<file path="config.mk">
export PLATFORM = sky130hd
export DESIGN_NAME = lc3b_seq_alu
export DESIGN_NICKNAME = d
export VERILOG_FILES = /design/src/rtl/lc3b_types.sv /design/src/rtl/lc3b_nzp_gen.sv /design/src/rtl/lc3b_seq_alu.sv
export SDC_FILE = /design/constraint.sdc
export NUM_CORES = 1
export LEC_CHECK = 0
export ABC_AREA = 1
export CAP_MARGIN = 20
export CORE_MARGIN = 2
export CORE_UTILIZATION = 49
export DETAILED_ROUTE_END_ITERATION = 10
export GPL_ROUTABILITY_DRIVEN = 0
export PLACE_DENSITY = 0.69
export SETUP_SLACK_MARGIN = 0.5
export SYNTH_ARGS = -nofsm -noshare
export SYNTH_HDL_FRONTEND = slang
export SYNTH_HIERARCHICAL = 1
export SYNTH_SLANG_ARGS = --single-unit
</file>
<file path="constraint.sdc">
create_clock -name clk -period 7.9 [get_ports clk]
set_input_delay 1.185 -clock clk [delete_from_list [all_inputs] [get_ports clk]]
set_output_delay 1.185 -clock clk [all_outputs]
set_load 0.01 [all_outputs]
</file>
<file path="src/rtl/lc3b_types.sv">
// Shared LC-3b ALU types: opcode encoding and the nzp condition-code constants.
// No logic and no latency. Compile this file before the ALU sources.
package lc3b_types;

    typedef enum logic [3:0] {
        ALU_ADD  = 4'd0,
        ALU_AND  = 4'd1,
        ALU_NOT  = 4'd2,
        ALU_PASS = 4'd3,
        ALU_SLL  = 4'd4,
        ALU_SRL  = 4'd5,
        ALU_SRA  = 4'd6,
        ALU_MUL  = 4'd7
    } lc3b_aluop;

    localparam logic [2:0] NZP_N = 3'b100;
    localparam logic [2:0] NZP_Z = 3'b010;
    localparam logic [2:0] NZP_P = 3'b001;

endpackage

</file>
<file path="src/rtl/lc3b_nzp_gen.sv">
// Signed condition codes {n,z,p} for a result word; exactly one bit is set.
// Purely combinational, zero latency. Has no handshake and never stalls.
module lc3b_nzp_gen
    import lc3b_types::*;
#(
    parameter int WIDTH = 16
) (
    input  logic [WIDTH-1:0] result,
    output logic [2:0]       nzp
);

    always_comb begin
        nzp = NZP_P;
        if (result[WIDTH-1])
            nzp = NZP_N;
        else if (result == '0)
            nzp = NZP_Z;
    end

endmodule

</file>
<file path="src/rtl/lc3b_seq_alu.sv">
// Multi-cycle LC-3b ALU: add/and/not/pass, stepped shifts, shift-add low-half multiply.
// Latency: 1 cycle for logic/arith, ceil(shamt/SHIFT_STEP) cycles for shifts, WIDTH cycles for mul.
// Backpressure: busy is high while an op is in flight. start is ignored while busy and never queued.
module lc3b_seq_alu
    import lc3b_types::*;
#(
    parameter int WIDTH      = 16,
    parameter int SHIFT_STEP = 1,
    localparam int SHW       = $clog2(WIDTH)
) (
    input  logic             clk,
    input  logic             reset,
    input  logic             start,
    input  logic [3:0]       aluop,
    input  logic [WIDTH-1:0] a,
    input  logic [WIDTH-1:0] b,
    input  logic [SHW-1:0]   shamt,
    output logic             busy,
    output logic             done,
    output logic [WIDTH-1:0] result,
    output logic [2:0]       nzp
);

    localparam logic [SHW:0] STEP_W   = (SHW+1)'(SHIFT_STEP);
    localparam logic [SHW:0] MUL_LAST = (SHW+1)'(WIDTH-1);

    typedef enum logic [1:0] {IDLE, SHIFT, MUL} state_t;

    state_t           state;
    lc3b_aluop        op_in;
    lc3b_aluop        op_q;
    logic [WIDTH-1:0] sh_q;
    logic [SHW:0]     rem_q;
    logic [WIDTH-1:0] acc_q;
    logic [WIDTH-1:0] mcand_q;
    logic [WIDTH-1:0] mplier_q;
    logic [SHW:0]     cnt_q;

    logic             accept;
    logic [WIDTH-1:0] sh_src;
    logic [SHW:0]     sh_amt;
    logic [SHW:0]     sh_step;
    logic [SHW:0]     sh_rem;
    lc3b_aluop        sh_op;
    logic [WIDTH-1:0] sh_res;
    logic [WIDTH-1:0] m_mcand;
    logic [WIDTH-1:0] m_mplier;
    logic [WIDTH-1:0] m_acc;
    logic [WIDTH-1:0] m_sum;
    logic             load_res;
    logic [WIDTH-1:0] res_nxt;
    logic [2:0]       nzp_nxt;

    // Unknown encodings fall through to the pass arm of the case below.
    assign op_in  = lc3b_aluop'(aluop);
    assign accept = start && (state == IDLE);
    assign busy   = (state != IDLE);

    // The first shift step and the first multiply bit are taken on the accept edge
    // straight from the ports, so the in-flight datapath shares the same adders/shifters.
    always_comb begin
        sh_src   = (state == SHIFT) ? sh_q  : a;
        sh_amt   = (state == SHIFT) ? rem_q : {1'b0, shamt};
        sh_op    = (state == SHIFT) ? op_q  : op_in;
        sh_step  = (sh_amt > STEP_W) ? STEP_W : sh_amt;
        sh_rem   = sh_amt - sh_step;
        case (sh_op)
            ALU_SLL: sh_res = sh_src << sh_step;
            ALU_SRL: sh_res = sh_src >> sh_step;
            default: sh_res = $unsigned($signed(sh_src) >>> sh_step);
        endcase

        m_mcand  = (state == MUL) ? mcand_q  : a;
        m_mplier = (state == MUL) ? mplier_q : b;
        m_acc    = (state == MUL) ? acc_q    : '0;
        m_sum    = m_acc + (m_mplier[0] ? m_mcand : '0);
    end

    always_comb begin
        load_res = 1'b0;
        res_nxt  = result;
        case (state)
            IDLE: begin
                if (start) begin
                    case (op_in)
                        ALU_ADD: begin load_res = 1'b1; res_nxt = a + b; end
                        ALU_AND: begin load_res = 1'b1; res_nxt = a & b; end
                        ALU_NOT: begin load_res = 1'b1; res_nxt = ~a;    end
                        ALU_SLL, ALU_SRL, ALU_SRA: begin
                            if (sh_rem == '0) begin
                                load_res = 1'b1;
                                res_nxt  = sh_res;
                            end
                        end
                        ALU_MUL: load_res = 1'b0;
                        default: begin load_res = 1'b1; res_nxt = a; end
                    endcase
                end
            end
            SHIFT: begin
                if (sh_rem == '0) begin
                    load_res = 1'b1;
                    res_nxt  = sh_res;
                end
            end
            MUL: begin
                if (cnt_q == MUL_LAST) begin
                    load_res = 1'b1;
                    res_nxt  = m_sum;
                end
            end
            default: load_res = 1'b0;
        endcase
    end

    lc3b_nzp_gen #(.WIDTH(WIDTH)) u_nzp_gen (
        .result (res_nxt),
        .nzp    (nzp_nxt)
    );

    always_ff @(posedge clk) begin
        if (reset) begin
            state    <= IDLE;
            done     <= 1'b0;
            result   <= '0;
            nzp      <= NZP_Z;
            op_q     <= ALU_ADD;
            sh_q     <= '0;
            rem_q    <= '0;
            acc_q    <= '0;
            mcand_q  <= '0;
            mplier_q <= '0;
            cnt_q    <= '0;
        end else begin
            done <= load_res;
            if (load_res) begin
                result <= res_nxt;
                nzp    <= nzp_nxt;
            end
            case (state)
                IDLE: begin
                    if (accept) begin
                        op_q <= op_in;
                        if ((op_in == ALU_SLL || op_in == ALU_SRL || op_in == ALU_SRA)
                            && sh_rem != '0) begin
                            state <= SHIFT;
                            sh_q  <= sh_res;
                            rem_q <= sh_rem;
                        end
                        if (op_in == ALU_MUL) begin
                            state    <= MUL;
                            acc_q    <= m_sum;
                            mcand_q  <= a << 1;
                            mplier_q <= b >> 1;
                            cnt_q    <= (SHW+1)'(1);
                        end
                    end
                end
                SHIFT: begin
                    sh_q  <= sh_res;
                    rem_q <= sh_rem;
                    if (sh_rem == '0)
                        state <= IDLE;
                end
                MUL: begin
                    acc_q    <= m_sum;
                    mcand_q  <= mcand_q << 1;
                    mplier_q <= mplier_q >> 1;
                    cnt_q    <= cnt_q + 1'b1;
                    if (cnt_q == MUL_LAST)
                        state <= IDLE;
                end
                default: state <= IDLE;
            endcase
        end
    end

endmodule

</file>
==> results.ini <==
[run_status]
outcome = complete, no violations

[power]
power_frac_clock_pct = 34.0
power.switching_mw = 0.485
ir_drop_mv = 0.148
powerDensity_nw_per_um2 = 166
p_sw_share_pct = 34.8
p_leak_nw = 3.78
combinationalPowerShare_pct = 26.4
sequentialPowerShare_pct = 39.6
p_int_mw = 0.907
power_mw = 1.39

[sta]
max-slew-margin-rel_pct = 35.8
final_hold_viol_count = 0
timing.final.max_slew_violations = 0
period_minus_slack_ps = 4610
worst_slew_pin_slew_ps = 960
finalSetupTns_ps = 0
holdWs_ps = 453
grt_setup_unrepaired = no
setup_viol = 0
fmax_mhz = 217
period_share_pct = 58.3
layout_setup_ws_ps = 3290
clock_skew_ps = 5.50

[critical_path]
required_ps = 8160
crit_path_start_kind = input port
worstSetupPathType = in -> reg
cp.arrival_ps = 4870
cp_max_fo = 14
crit_path_end_kind = register

[yosys]
avgSynthCellArea_sq_um = 6.38
ys.flop_type = dfxtp_1
postSynthRegisterBits = 98
netlist_top_cells_count = nand2_1 (264), o21ai_0 (133), inv_1 (130)
yosysMostFrequentCell = nand2_1
synth_top_area_share_pct = 26.4
synth_area_leaders = dfxtp_1 (26%), nand2_1 (13%), o21ai_0 (8.9%)
synth_cells = 1166
synth_edf_count = 0
yosys_warnings = 6
netlist_area_sq_um = 7440
synth_area_leader_cell = dfxtp_1
synthDistinctLibCells = 53
async_reset_ff_share_pct = 0
syn_nets = 1246
seq_area_frac_synth_pct = 26.4

[route]
drc = 0
routed_wl_um = 25300
wl_per_cell_um = 18.3
drtAntennaViolNets = 0
drtIter0Drc = 978
vias = 8120
vias_per_cell = 5.86
drt-pass1-iter-count = 5

[layout]
diodes = 0
post-route-util_pct = 55.7
layout.nets = 1272
final_layout_size_suffix_gt1_share_pct = 6.10
final_cells = 1385
design_area_sq_um = 8380
area_growth_pct = 12.6

[cts]
clk_latency_ps = 370
cts_tree = done
cts_buffers = 9
cts-hold-fix-buffers = 0
path_clk_slew_ps = 70
postCtsSetupRepairBufs = 0
clock-sinks = 98
htreeDepth = 3
cts_resized = 0
cts.path.max_buffers = 2
cts_root_buf = clkbuf_16

[floorplan]
start_util_pct = 49.5
rows = 45
die-area_sq_um = 16200
core_area_sq_um = 15000
io_pins = 64
die_w_um = 127
die_h_um = 127

[place]
place_area_sq_um = 8070
dp_cells = 1369
pre_cts_slack_ps = 3020
place_hpwl_um = 19000
port-buffer-count = 63

[grt]
grt_pass1_vias = 7213
grt_max_degree = 54
grt_overflow = 0
grt.total_usage_pct = 31.2
grt_pass1_wl_um = 39400
antenna_found_initial = 0

[hold_path]
min_path_type = reg -> reg

[flow_run]
drv_cap = 0

-- cell usage in the layout (no fill, tap or decap), types with 5 or more instances in the layout --
master | Yosys | final
inv_1 | 130 | 129
o21ai_0 | 133 | 133
a221oi_1 | 8 | 8
xor2_1 | 10 | 10
o21ai_1 | 5 | 5
nor3_1 | 6 | 6
xnor2_1 | 5 | 5
dfxtp_1 | 98 | 98
nor2_2 | 5 | 5
o211ai_1 | 17 | 17
nand4_1 | 8 | 8
nand2_1 | 264 | 264
inv_2 | 7 | 7
a31oi_1 | 17 | 17
buf_4 | 5 | 8
nand3_2 | 6 | 6
clkdlybuf4s50_1 | 0 | 63
nor2_1 | 115 | 115
a21boi_0 | 8 | 8
o211ai_2 | 7 | 7
o21a_1 | 5 | 5
ha_1 | 35 | 35
clkbuf_16 | 0 | 9
a21oi_1 | 84 | 84
nand2_2 | 7 | 7
a211oi_1 | 14 | 14
nand3_1 | 73 | 73
-- worst paths after layout --
| path | startpoint | to | slack (ps) | cells past startpoint |
|---|---|---|---|---|
| setup / recovery | b[0] | nzp[0]$_SDFFE_PP0P_ | 3290 | 21 |
| hold / removal | acc_q[0]$_SDFFE_PP0P_ | acc_q[0]$_SDFFE_PP0P_ | 450 | 2 |
| setup reg to reg | state[0]$_SDFFE_PP0P_ | nzp[0]$_SDFFE_PP0P_ | 3340 | 22 |
| hold reg to reg | acc_q[0]$_SDFFE_PP0P_ | acc_q[0]$_SDFFE_PP0P_ | 450 | 2 |
-- metal layers --
layer,global-route usage (%),wire (um),vias to the layer above
met5,0,0,-
met4,12.7,1030,0
met1,42.0,11000,3655
met2,49.1,10900,433
met3,6.45,2410,72
li1,-,-,3960
-- sequential cells by signal, indices dropped and copies added (netlist names), 2 cells and up --
register	count
acc_q	16
cnt_q	5
mplier_q	15
op_q	4
mcand_q	15
state	2
rem_q	5
nzp	3
result	16
sh_q	16
-- power groups by stage --
stage,logic [mW],clock network (mW),registers (mW)
finish,0.368,0.474,0.551
global route,0.404,0.497,0.554
CTS,0.359,0.478,0.549
detailed placement,0.356,0,0.561
global placement,0.355,0,0.560
floorplan,0.241,0,0.555
-- kinds of logic (layout without fill, tap and decap cells) --
kind of cell,count (synthesis),after routing,synth area share [%]
AO/OA/AOI/OAI,320,320,25.5
XOR/XNOR,15,15,1.77
adder cells (fa/ha/maj),37,37,6.42
buffers and inverters,197,228,11.2
flip-flops,98,98,26.4
multiplexers,1,1,0.135
AND/OR/NAND/NOR,498,498,28.6
-- critical path, cell delays in order --
cell	delay, ps
clkdlybuf4s50_1	450
nor2_1	150
nor2_1	70
inv_1	350
nor2_1	90
ha_1	370
a21oi_1	210
nand2_1	130
nand3_1	90
nand3_1	150
a21oi_1	290
xnor2_1	150
inv_1	110
a22oi_1	230
nand3_1	250
nor2_1	160
nand2_1	50
nor2_1	120
a21oi_1	80
nor2_1	100
nor2_1	50
-- cell type report --
class                      instances  area [sq um]
inverter                         141           534
sequential                        98          1960
fill                            1553          6650
clock buffer                       9           225
multi-input combinational        871          4650
tap                              188           235
timing repair buffer              71           691
clock inverter                     7          83.8
Power figures use the tool's default switching activity.
